$ cat config.mk
export PLATFORM = sky130hd
export DESIGN_NAME = upc_loop_status_monitor
export DESIGN_NICKNAME = d
export VERILOG_FILES = /design/src/rtl/upc_loop_status_monitor.sv
export SDC_FILE = /design/constraint.sdc
export NUM_CORES = 1
export LEC_CHECK = 0
export ABC_AREA = 1
export CORE_ASPECT_RATIO = 0.9
export CORE_MARGIN = 2
export CORE_UTILIZATION = 40
export CTS_BUF_LIST = sky130_fd_sc_hd__clkbuf_16
export DETAILED_ROUTE_END_ITERATION = 6
export PLACE_DENSITY_LB_ADDON = 0.12
export RECOVER_POWER = 50
export REMOVE_ABC_BUFFERS = 1
export SYNTH_ARGS = -nofsm -noshare
export SYNTH_HDL_FRONTEND = slang
export SYNTH_SLANG_ARGS = --single-unit
export TNS_END_PERCENT = 100
$ cat constraint.sdc
create_clock -name clock -period 2.2 [get_ports clock]
set_clock_uncertainty 0.05 [all_clocks]
set_input_delay 0.44 -clock clock [delete_from_list [all_inputs] [get_ports clock]]
set_output_delay 0.44 -clock clock [all_outputs]
set_load 0.02 [all_outputs]
$ cat src/rtl/upc_loop_status_monitor.sv
`default_nettype none
// ============================================================================
// Module   : upc_loop_status_monitor
// Purpose  : Passive status monitor for one HLS block containing a single
//            pipelined loop (II=1, DEPTH stages). Counts block transactions,
//            their start-to-done latency, and loop iteration start, end and
//            quit events for on-chip debug. Never drives the monitored block.
// Options  : define STALL_COUNT_EN to add the stall_cycles output, which
//            counts busy cycles where the iteration-start stage is stalled.
// Revision : 1.0 - initial release
// ============================================================================
module upc_loop_status_monitor #(
    parameter int STATE_W = 1,
    parameter int CNT_W   = 32,
    parameter int DEPTH   = 5
) (
    input  logic               clock,
    input  logic               reset,
    input  logic               finish,
    input  logic               ap_start,
    input  logic               ap_ready,
    input  logic               ap_done,
    input  logic               ap_continue,
    input  logic [STATE_W-1:0] cur_state,
    input  logic [STATE_W-1:0] iter_start_state,
    input  logic [STATE_W-1:0] iter_end_state,
    input  logic [STATE_W-1:0] quit_state,
    input  logic               iter_start_block,
    input  logic               iter_end_block,
    input  logic               quit_block,
    input  logic               iter_start_enable,
    input  logic               iter_end_enable,
    input  logic               quit_enable,
    input  logic               loop_done,
    input  logic               quit_at_end,
    output logic               busy,
    output logic [CNT_W-1:0]   txn_count,
    output logic [CNT_W-1:0]   last_txn_latency,
    output logic [CNT_W-1:0]   iter_started,
    output logic [CNT_W-1:0]   iter_ended,
    output logic [CNT_W-1:0]   in_flight,
    output logic [CNT_W-1:0]   loop_quits,
`ifdef STALL_COUNT_EN
    output logic [CNT_W-1:0]   stall_cycles,
`endif
    output logic               frozen
);

    localparam logic [CNT_W-1:0] c_one     = CNT_W'(1);
    localparam logic [CNT_W-1:0] c_cnt_max = {CNT_W{1'b1}};

    // The last-stage enable only makes sense for a pipeline of at least one stage.
    if (DEPTH < 1) begin : g_depth_check
        $error("upc_loop_status_monitor: DEPTH must be at least 1");
    end

    // ap_ready is part of the observed handshake but carries no information
    // the counters need; it is kept on the port list for a uniform hookup.
    logic w_unused_ready;
    assign w_unused_ready = ap_ready;

    typedef enum logic [1:0] {
        ST_IDLE  = 2'd0,
        ST_RUN   = 2'd1,
        ST_WAITC = 2'd2
    } state_t;

    state_t           r_state;
    state_t           w_state_nxt;
    logic [CNT_W-1:0] r_lat;
    logic [CNT_W-1:0] w_lat_nxt;
    logic             w_commit;
    logic [CNT_W-1:0] w_commit_lat;

    logic             r_frozen;
    logic             w_hold;
    logic             w_evt_s;
    logic             w_evt_e;
    logic             w_evt_q;

    logic [CNT_W-1:0] r_txn_count;
    logic [CNT_W-1:0] r_last_lat;
    logic [CNT_W-1:0] r_iter_started;
    logic [CNT_W-1:0] r_iter_ended;
    logic [CNT_W-1:0] r_in_flight;
    logic [CNT_W-1:0] r_loop_quits;

    // Finish takes effect in the cycle it is seen, then stays via r_frozen.
    assign w_hold = r_frozen | finish;

    // Loop events decoded from the block's FSM state and stage handshakes.
    assign w_evt_s = (cur_state == iter_start_state) & ~iter_start_block & iter_start_enable;
    assign w_evt_e = (cur_state == iter_end_state) & ~iter_end_block & iter_end_enable;
    assign w_evt_q = quit_at_end ? (w_evt_e & loop_done)
                                 : ((cur_state == quit_state) & ~quit_block & quit_enable);

    // Transaction FSM: next state, latency tracking and commit decision.
    // The latency counter holds the number of cycles elapsed since ap_start
    // (the start cycle counts as 1), so a done seen in RUN commits r_lat+1.
    always_comb begin
        w_state_nxt  = r_state;
        w_lat_nxt    = r_lat;
        w_commit     = 1'b0;
        w_commit_lat = r_lat;
        case (r_state)
            ST_IDLE: begin
                if (ap_start) begin
                    w_lat_nxt = c_one;
                    if (ap_done) begin
                        // Zero-latency transaction: start and done together.
                        if (ap_continue) begin
                            w_commit     = 1'b1;
                            w_commit_lat = c_one;
                        end else begin
                            w_state_nxt = ST_WAITC;
                        end
                    end else begin
                        w_state_nxt = ST_RUN;
                    end
                end
            end
            ST_RUN: begin
                w_lat_nxt = r_lat + c_one;
                if (ap_done) begin
                    if (ap_continue) begin
                        w_commit     = 1'b1;
                        w_commit_lat = r_lat + c_one;
                        if (ap_start) begin
                            // Back-to-back: a new transaction starts this cycle.
                            w_state_nxt = ST_RUN;
                            w_lat_nxt   = c_one;
                        end else begin
                            w_state_nxt = ST_IDLE;
                        end
                    end else begin
                        // Latency is frozen at done while waiting for continue.
                        w_state_nxt = ST_WAITC;
                    end
                end
            end
            ST_WAITC: begin
                if (ap_continue) begin
                    w_commit     = 1'b1;
                    w_commit_lat = r_lat;
                    w_state_nxt  = ST_IDLE;
                end
            end
            default: begin
                w_state_nxt = ST_IDLE;
            end
        endcase
    end

    // State, latency and sticky frozen flag; everything holds once frozen.
    always_ff @(posedge clock or negedge reset) begin
        if (!reset) begin
            r_state  <= ST_IDLE;
            r_lat    <= '0;
            r_frozen <= 1'b0;
        end else begin
            if (finish) begin
                r_frozen <= 1'b1;
            end
            if (!w_hold) begin
                r_state <= w_state_nxt;
                r_lat   <= w_lat_nxt;
            end
        end
    end

    // Transaction counters, updated on each commit.
    always_ff @(posedge clock or negedge reset) begin
        if (!reset) begin
            r_txn_count <= '0;
            r_last_lat  <= '0;
        end else if (!w_hold && w_commit) begin
            r_txn_count <= r_txn_count + c_one;
            r_last_lat  <= w_commit_lat;
        end
    end

    // Iteration counters; these wrap modulo 2^CNT_W.
    always_ff @(posedge clock or negedge reset) begin
        if (!reset) begin
            r_iter_started <= '0;
            r_iter_ended   <= '0;
            r_loop_quits   <= '0;
        end else if (!w_hold) begin
            if (w_evt_s) begin
                r_iter_started <= r_iter_started + c_one;
            end
            if (w_evt_e) begin
                r_iter_ended <= r_iter_ended + c_one;
            end
            if (w_evt_q) begin
                r_loop_quits <= r_loop_quits + c_one;
            end
        end
    end

    // Pipeline occupancy, saturating at both ends instead of wrapping.
    // A start and an end in the same cycle leave occupancy unchanged.
    always_ff @(posedge clock or negedge reset) begin
        if (!reset) begin
            r_in_flight <= '0;
        end else if (!w_hold) begin
            if (w_evt_s && !w_evt_e) begin
                if (r_in_flight != c_cnt_max) begin
                    r_in_flight <= r_in_flight + c_one;
                end
            end else if (w_evt_e && !w_evt_s) begin
                if (r_in_flight != '0) begin
                    r_in_flight <= r_in_flight - c_one;
                end
            end
        end
    end

`ifdef STALL_COUNT_EN
    logic [CNT_W-1:0] r_stall_cycles;
    logic             w_stall;

    assign w_stall = (r_state != ST_IDLE) & (cur_state == iter_start_state) & iter_start_block;

    // Count busy cycles in which the iteration-start stage is held off.
    always_ff @(posedge clock or negedge reset) begin
        if (!reset) begin
            r_stall_cycles <= '0;
        end else if (!w_hold && w_stall) begin
            r_stall_cycles <= r_stall_cycles + c_one;
        end
    end

    assign stall_cycles = r_stall_cycles;
`endif

    assign busy             = (r_state != ST_IDLE);
    assign txn_count        = r_txn_count;
    assign last_txn_latency = r_last_lat;
    assign iter_started     = r_iter_started;
    assign iter_ended       = r_iter_ended;
    assign in_flight        = r_in_flight;
    assign loop_quits       = r_loop_quits;
    assign frozen           = r_frozen;

endmodule
`default_nettype wire

==> qor.json, run 1 <==
{
  "failed_checks": {"value": "negative setup slack"},
  "synth.most_common_cell": {"value": "sky130_fd_sc_hd__nand2_1"},
  "grt_util_all_layers": {"value": 25.6, "unit": "%"},
  "synth.top_cells.by_count": {"value": "sky130_fd_sc_hd__nand2_1 (751), sky130_fd_sc_hd__inv_1 (262), sky130_fd_sc_hd__nor2_1 (251)"},
  "synth.cell_area": {"value": 15300, "unit": "sq um"},
  "cp.arrival": {"value": 2.66, "unit": "ns"},
  "nets": {"value": 2684},
  "clock_pin_slew_reported_for_the_worst_setup_and_hold_paths_after_clock_tree_synthesis": {"value": 0.06, "unit": "ns"},
  "cts_htree_levels": {"value": 1},
  "cts_inserted_buffers": {"value": 29},
  "post_synthesis_mux_area_share": {"value": 0, "unit": "%"},
  "floorplan.rows": {"value": 67},
  "synth_async_sr_flop_share": {"value": 100, "unit": "%"},
  "combinational_family_with_the_most_area_after_synthesis": {"value": "simple AND/OR/NAND/NOR gates"},
  "synth_xor_area_share": {"value": 9.04, "unit": "%"},
  "yosys_warnings": {"value": 0},
  "crit_path_max_fanout": {"value": 5},
  "route.detailed.wl_per_inst": {"value": 16.6, "unit": "um"},
  "n_antenna_cell": {"value": 0},
  "synth_enable_flop_cells": {"value": 0},
  "static_leakage": {"value": 10.5, "unit": "nW"},
  "post-dp-hpwl": {"value": 38.5, "unit": "mm"},
  "fillers": {"value": 3503},
  "synth_top_cell_area_share": {"value": 37.1, "unit": "%"},
  "cts_max_path_buffers": {"value": 3},
  "cell_chosen_for_the_clock_root": {"value": "sky130_fd_sc_hd__clkbuf_16"},
  "timing_worst_slew_pin_value": {"value": 1.43, "unit": "ns"},
  "stdcell_count": {"value": 3129},
  "critical_path.max_stage_delay": {"value": 0.29, "unit": "ns"},
  "synth_top_flop_cell": {"value": "sky130_fd_sc_hd__dfrtp_1"},
  "grt_pass1_wl": {"value": 82.9, "unit": "mm"},
  "globalRoute.totalOverflow": {"value": 0},
  "top_area_cells_in_the_synthesized_netlist": {"value": "sky130_fd_sc_hd__dfrtp_1 (37%), sky130_fd_sc_hd__nand2_1 (18%), sky130_fd_sc_hd__inv_1 (6.4%)"},
  "antenna_violations_before_repair": {"value": 0},
  "synth-adder-area-share": {"value": 3.40, "unit": "%"},
  "place.detailed.instances": {"value": 3049},
  "final_min_period_over_clock_period": {"value": 103, "unit": "%"},
  "overall_via_count_from_detail_route": {"value": 16000},
  "die_area": {"value": 39900, "unit": "sq um"},
  "worst_setup_path_end_kind": {"value": "flip-flop"},
  "core-area": {"value": 37500, "unit": "sq um"},
  "drive_above_1_share": {"value": 19.0, "unit": "%"},
  "maximum_number_of_pins_on_one_net_before_global_route_repair": {"value": 54},
  "min_path_type": {"value": "reg -> reg"},
  "ys_ff_latch": {"value": 227},
  "synth_top_cell_by_area": {"value": "sky130_fd_sc_hd__dfrtp_1"},
  "drt_iter0_markers": {"value": 1002},
  "library_cells_used_by_synthesis": {"value": 42},
  "synthToLayoutAreaGrowth": {"value": 41.2, "unit": "%"},
  "report.final.setup_viol": {"value": 9},
  "max_freq": {"value": 0.442, "unit": "GHz"},
  "route.antenna.remaining_nets": {"value": 0},
  "cp_data_required_time": {"value": 2.60, "unit": "ns"},
  "finalCriticalPeriod": {"value": 2.26, "unit": "ns"},
  "first_global_vias": {"value": 15700},
  "worst_setup_path_start_kind": {"value": "primary input"},
  "seq_area_frac_synth": {"value": 37.1, "unit": "%"},
  "route.final.wire_length": {"value": 51.9, "unit": "mm"},
  "synth-compound-area-share": {"value": 7.58, "unit": "%"},
  "timing.final.max_slew_violations": {"value": 0},
  "clock_latency_reported_for_the_late_side_of_the_worst_skew_pair": {"value": 0.57, "unit": "ns"},
  "detail_route.drc_violations": {"value": 0},
  "max_rail_drop_vdd": {"value": 573, "unit": "uV"},
  "avgSynthCellArea": {"value": 6.85, "unit": "sq um"},
  "gp_routability_congestion": {"value": 0.924},
  "p_total": {"value": 0.0143, "unit": "W"},
  "run_status": {"value": "finished, violations left"},
  "die_width": {"value": 210, "unit": "um"},
  "report.final.hold_viol_count": {"value": 0},
  "clock_sink_count": {"value": 227},
  "maxCapViolCount": {"value": 0},
  "worst_slew_margin_rel": {"value": 4.79, "unit": "%"},
  "dieHeight": {"value": 190, "unit": "um"},
  "startpoint_to_endpoint_class_of_the_critical_path": {"value": "in -> reg"},
  "critical_path.cell_chain": {"value": "buf_12 > clkinv_8 > a21oi_4 > nand2_1 > inv_2 > ha_4 > buf_12 > clkinv_8 > buf_16 > ha_4 > nand2_4 > nor2_4 > nand2_2 > nor4_4 > nand2_1 > nand2_1 > nand2_1 > nand3_1 > nand2_1"},
  "cp_common_cell": {"value": "sky130_fd_sc_hd__nand2_1"},
  "tritoncts": {"value": "yes"},
  "boundaryPins": {"value": 213},
  "floorplan.initialDensity": {"value": 40.9, "unit": "%"},
  "critical_path.slowest_cell": {"value": "sky130_fd_sc_hd__ha_4"},
  "setup_tns": {"value": -0.208, "unit": "ns"},
  "yosys.area_share.simple": {"value": 34.8, "unit": "%"},
  "post_synth_inst_count": {"value": 2236},
  "drtPass1Iterations": {"value": 5},
  "p_per_area": {"value": 661, "unit": "nW/um^2"},
  "numPortBuffers": {"value": 211},
  "postLayoutSetupSlackWorst": {"value": -0.0622, "unit": "ns"},
  "rsz0062_at_grt": {"value": "true"},
  "detail_route.vias_per_cell": {"value": 5.10}
}
## per-layer routing
metal	global-route usage (%)	routed length, um	vias up
met2	40.0	22900	484
li1	-	-	7873
met4	7.20	1480	0
met3	3.05	2910	91
met1	37.3	24600	7520
met5	0	0	-
## cell families after synthesis
family,Yosys count
AO/OA/AOI/OAI,220
buffers and inverters,316
XOR/XNOR,158
AND/OR/NAND/NOR,1274
flip-flops,227
adder cells (fa/ha/maj),41
## power by group
group,total (W),internal [W],switching [W]
clock network,0.00468,0.00273,0.00195
registers,0.00475,0.00442,0.000336
logic,0.00485,0.00213,0.00272
## cells in the final DEF, fill, tap and decap left out, drive strengths merged, types with 77 or more instances in the layout
cell type,count
nor3,87
clkdlybuf4s50,122
buf,183
dfrtp,227
inv,273
o21ai,77
nand3,106
nor2,263
xor2,112
a21oi,108
nand2,757
## state kept, by name, indices dropped and copies added (netlist names)
name / cells
last_txn_latency: 32
txn_count: 32
iter_ended: 32
r_lat: 32
loop_quits: 32
r_state: 2
iter_started: 32
in_flight: 32
frozen: 1
## final timing paths
kind	end	slack, ns	cells after the start	start
min in group asynchronous	r_lat[24]	0.71	2	reset
hold reg to reg	last_txn_latency[1]	0.44	2	last_txn_latency[1]
setup reg to reg	loop_quits[14]	0.04	10	frozen
setup / recovery	in_flight[30]	-0.06	19	cur_state
hold / removal	last_txn_latency[1]	0.44	2	last_txn_latency[1]
max in group asynchronous	in_flight[18]	0.22	3	reset
## worst max-delay path: cells and delay by family
kind | cells | cell delay, ns
buf+inv | 6 | 0.62
compound gates | 1 | 0.11
fa+ha+maj | 2 | 0.51
simple gates | 10 | 0.96
## through the flow
step	setup slack (ns)	cell area, sq um	hold slack, ns	utilization [%]
floorplan	-0.882	15100	0.0944	-
CTS	0.000111	21100	0.349	56.2
detailed placement	-1.59	19200	0.360	51.3
finish	-0.0622	21600	0.445	57.7
global placement	-1.58	19200	0.357	51.3
global route	-0.180	21600	0.472	57.7
## cell type report
type	instances	area (sq um)	share of cell area [%]
clock buffers	29	726	3.36
clock inverters	24	189	0.874
inverters	268	1040	4.80
multi-input cells	1693	9650	44.6
flip-flops and latches	227	5680	26.3
well taps	483	604	2.80
repair buffers	404	3710	17.2
repair inverters	1	16.3	0.0752
## what timing repair did
| item | 4_1_cts | 5_1_grt |
|---|---|---|
| hold buffers | 1 | 0 |
| hold endpoints to repair | 47 | 0 |
| buffers inserted | 11 | 12 |
| pin swaps | 68 | 81 |
| setup endpoints to repair | 78 | 54 |
| resized for setup | 271 | 204 |
| gates cloned | 3 | 1 |
(Power assumes the default switching activity.)
==> run 2, diff against run 1 <==
- CTS_BUF_LIST: sky130_fd_sc_hd__clkbuf_16 -> sky130_fd_sc_hd__clkbuf_4
==> qor.json, run 2 (synthesis results as in run 1) <==
{
  "run_status": {"value": "finished, violations left"},
  "failed_checks": {"value": "max-capacitance violations, max-slew violations"},
  "static_leakage": {"value": 10.6, "unit": "nW", "change": "+0.84%"},
  "drt_iter0_markers": {"value": 998, "change": "-0.40%"},
  "clock_sink_count": {"value": 227, "change": "unchanged"},
  "clock_latency_reported_for_the_late_side_of_the_worst_skew_pair": {"value": 0.77, "unit": "ns", "change": "+0.20 ns"},
  "max_rail_drop_vdd": {"value": 324, "unit": "uV", "change": "-43%"},
  "tritoncts": {"value": "yes"},
  "die_area": {"value": 39900, "unit": "sq um", "change": "unchanged"},
  "startpoint_to_endpoint_class_of_the_critical_path": {"value": "in -> reg"},
  "cell_chosen_for_the_clock_root": {"value": "sky130_fd_sc_hd__clkbuf_4"},
  "finalCriticalPeriod": {"value": 2.20, "unit": "ns", "change": "-0.0653 ns"},
  "multiInputGateArea": {"value": 9260, "unit": "sq um", "change": "-4.1%"},
  "cts_htree_levels": {"value": 3, "change": "+2"},
  "fillers": {"value": 3693, "change": "+5.4%"},
  "floorplan.rows": {"value": 67, "change": "unchanged"},
  "route.antenna.remaining_nets": {"value": 0, "change": "unchanged"},
  "drtPass1Iterations": {"value": 5, "change": "unchanged"},
  "critical_path.cell_chain": {"value": "dlygate4sd2_1 > inv_2 > buf_4 > nand2_1 > nand2_2 > ha_4 > clkinv_8 > buf_16 > ha_4 > nand2_4 > nor2_4 > inv_2 > buf_4 > nor2_4 > nand2_2 > nand2_4 > nand2_2 > nand2_1 > nand2_1 > nand3_1 > nand2_1"},
  "grt_pass1_wl": {"value": 83.0, "unit": "mm", "change": "+0.14%"},
  "drive_above_1_share": {"value": 19.3, "unit": "%", "change": "+0.38 points"},
  "cts_max_path_buffers": {"value": 3, "change": "unchanged"},
  "cts_inserted_buffers": {"value": 69, "change": "+140%"},
  "synthToLayoutAreaGrowth": {"value": 36.7, "unit": "%"},
  "layout.cells.most_common": {"value": "sky130_fd_sc_hd__nand2_1"},
  "antenna_violations_before_repair": {"value": 2, "change": "+2"},
  "worst_slew_margin_rel": {"value": -1.34, "unit": "%", "change": "-6.1 points"},
  "seq_area": {"value": 5710, "unit": "sq um", "change": "+0.42%"},
  "critical_path.max_stage_delay": {"value": 0.30, "unit": "ns", "change": "about the same"},
  "post-dp-hpwl": {"value": 38.5, "unit": "mm", "change": "unchanged"},
  "detail_route.drc_violations": {"value": 0, "change": "unchanged"},
  "first_global_vias": {"value": 15900, "change": "+1.4%"},
  "clock_pin_slew_reported_for_the_worst_setup_and_hold_paths_after_clock_tree_synthesis": {"value": 0.06, "unit": "ns", "change": "about the same"},
  "floorplan.initialDensity": {"value": 40.9, "unit": "%", "change": "unchanged"},
  "core-area": {"value": 37500, "unit": "sq um", "change": "unchanged"},
  "gp_routability_congestion": {"value": 0.924, "change": "unchanged"},
  "boundaryPins": {"value": 213, "change": "unchanged"},
  "hold-worst-slack": {"value": 0.357, "unit": "ns", "change": "-0.0876 ns"},
  "final_min_period_over_clock_period": {"value": 99.9, "unit": "%", "change": "-3.0 points"},
  "setup_tns": {"value": 0, "unit": "ns", "change": "+0.208 ns"},
  "numPortBuffers": {"value": 211, "change": "unchanged"},
  "max_freq": {"value": 0.455, "unit": "GHz", "change": "+3.0%"},
  "route.detailed.wl_per_inst": {"value": 16.1, "unit": "um", "change": "-2.8%"},
  "report.final.hold_viol_count": {"value": 0, "change": "unchanged"},
  "detail_route.vias_per_cell": {"value": 5.02, "change": "-1.6%"},
  "maxCapViolCount": {"value": 1, "change": "+1"},
  "crit_path_max_fanout": {"value": 5, "change": "unchanged"},
  "report.final.setup_viol": {"value": 0, "change": "-9"},
  "die_width": {"value": 210, "unit": "um", "change": "unchanged"},
  "layout.cells.most_common_list": {"value": "sky130_fd_sc_hd__nand2_1 (687), sky130_fd_sc_hd__inv_1 (252), sky130_fd_sc_hd__nor2_1 (224), sky130_fd_sc_hd__dfrtp_1 (205), sky130_fd_sc_hd__dlygate4sd2_1 (166)"},
  "cp_data_required_time": {"value": 2.76, "unit": "ns", "change": "+0.16 ns"},
  "route.final.wire_length": {"value": 51.4, "unit": "mm", "change": "-0.95%"},
  "grt_util_all_layers": {"value": 25.9, "unit": "%", "change": "+0.31 points"},
  "dieHeight": {"value": 190, "unit": "um", "change": "unchanged"},
  "final_util": {"value": 55.9, "unit": "%", "change": "-1.8 points"},
  "worst_setup_path_end_kind": {"value": "flip-flop"},
  "critical_path.slowest_cell": {"value": "sky130_fd_sc_hd__ha_4"},
  "cp_common_cell": {"value": "sky130_fd_sc_hd__nand2_1"},
  "worst_setup_path_start_kind": {"value": "primary input"},
  "p_per_area": {"value": 642, "unit": "nW/um^2", "change": "-2.9%"},
  "maximum_number_of_pins_on_one_net_before_global_route_repair": {"value": 54, "change": "unchanged"},
  "cp.arrival": {"value": 2.76, "unit": "ns", "change": "+0.10 ns"},
  "globalRoute.totalOverflow": {"value": 0, "change": "unchanged"},
  "overall_via_count_from_detail_route": {"value": 16000, "change": "+0.31%"},
  "timing_worst_slew_pin_value": {"value": 1.52, "unit": "ns", "change": "+0.0920 ns"},
  "timing.final.max_slew_violations": {"value": 50, "change": "+50"},
  "min_path_type": {"value": "in -> reg"},
  "nets": {"value": 2714, "change": "+1.1%"}
}
[run 2: layer usage]
layer  wire, um  up-vias  part of all wire, %  global-route usage [%]
met5          0        -                    0                       0
met3       2770       98                  5.4                    5.10
li1           -     7968                    -                       -
met1      24700     7492                   48                    36.6
met2      22600      459                   44                    39.6
met4       1310        0                  2.5                    8.87
[run 2: layout make-up]
type | instances | share of cell area, %
Clock buffer | 99 | 3.55
Multi-Input combinational cell | 1693 | 44.2
Sequential cell | 227 | 27.3
Tap cell | 483 | 2.89
Timing Repair Buffer | 394 | 16.4
Inverter | 268 | 4.87
Timing Repair inverter | 1 | 0.0538
Clock inverter | 21 | 0.699
Antenna cell | 4 | 0.0478
[run 2: final timing paths]
path	startpoint	endpoint	slack, ns	cells past startpoint
setup / recovery	iter_end_state	in_flight[21]	0.003	21
hold / removal	cur_state	loop_quits[22]	0.36	7
setup reg to reg	in_flight[11]	in_flight[12]	0.13	10
hold reg to reg	last_txn_latency[1]	last_txn_latency[1]	0.44	2
max in group asynchronous	reset	r_lat[16]	0.34	3
min in group asynchronous	reset	r_lat[25]	0.54	2
[run 2: worst max-delay path: cells and delay by family]
family | cells | cell delay, ns
buf+inv | 7 | 0.87
fa+ha+maj | 2 | 0.52
simple gates | 12 | 0.91
[run 2: timing repair]
item,in CTS,in global routing
setup endpoints to repair,226,66
cloned,2,1
buffers inserted,9,4
hold buffers,1,0
resized for setup,304,212
hold endpoints to repair,220,0
pin swaps,21,56
[run 2: metrics by stage]
step / cell area (sq um) / power (W) / setup WS [ns] / instances
3_3_place_gp: 19200 / 0.00845 / -1.58 / 3049
6_report: 20900 / 0.0134 / 0.00309 / 3190
5_1_grt: 20900 / 0.0143 / -0.0187 / 3190
4_1_cts: 20400 / 0.0130 / -0.109 / 3181
2_1_floorplan: 15100 / 0.00677 / -0.882 / 2188
3_5_place_dp: 19200 / 0.00845 / -1.59 / 3049
[run 2: power by group]
part	total [W]	leakage, nW	internal [W]	switching [W]
Combinational	0.00436	7.30	0.00184	0.00252
Clock	0.00433	0.518	0.00230	0.00203
Sequential	0.00474	2.81	0.00442	0.000323
Total	0.0134	10.6	0.00856	0.00487
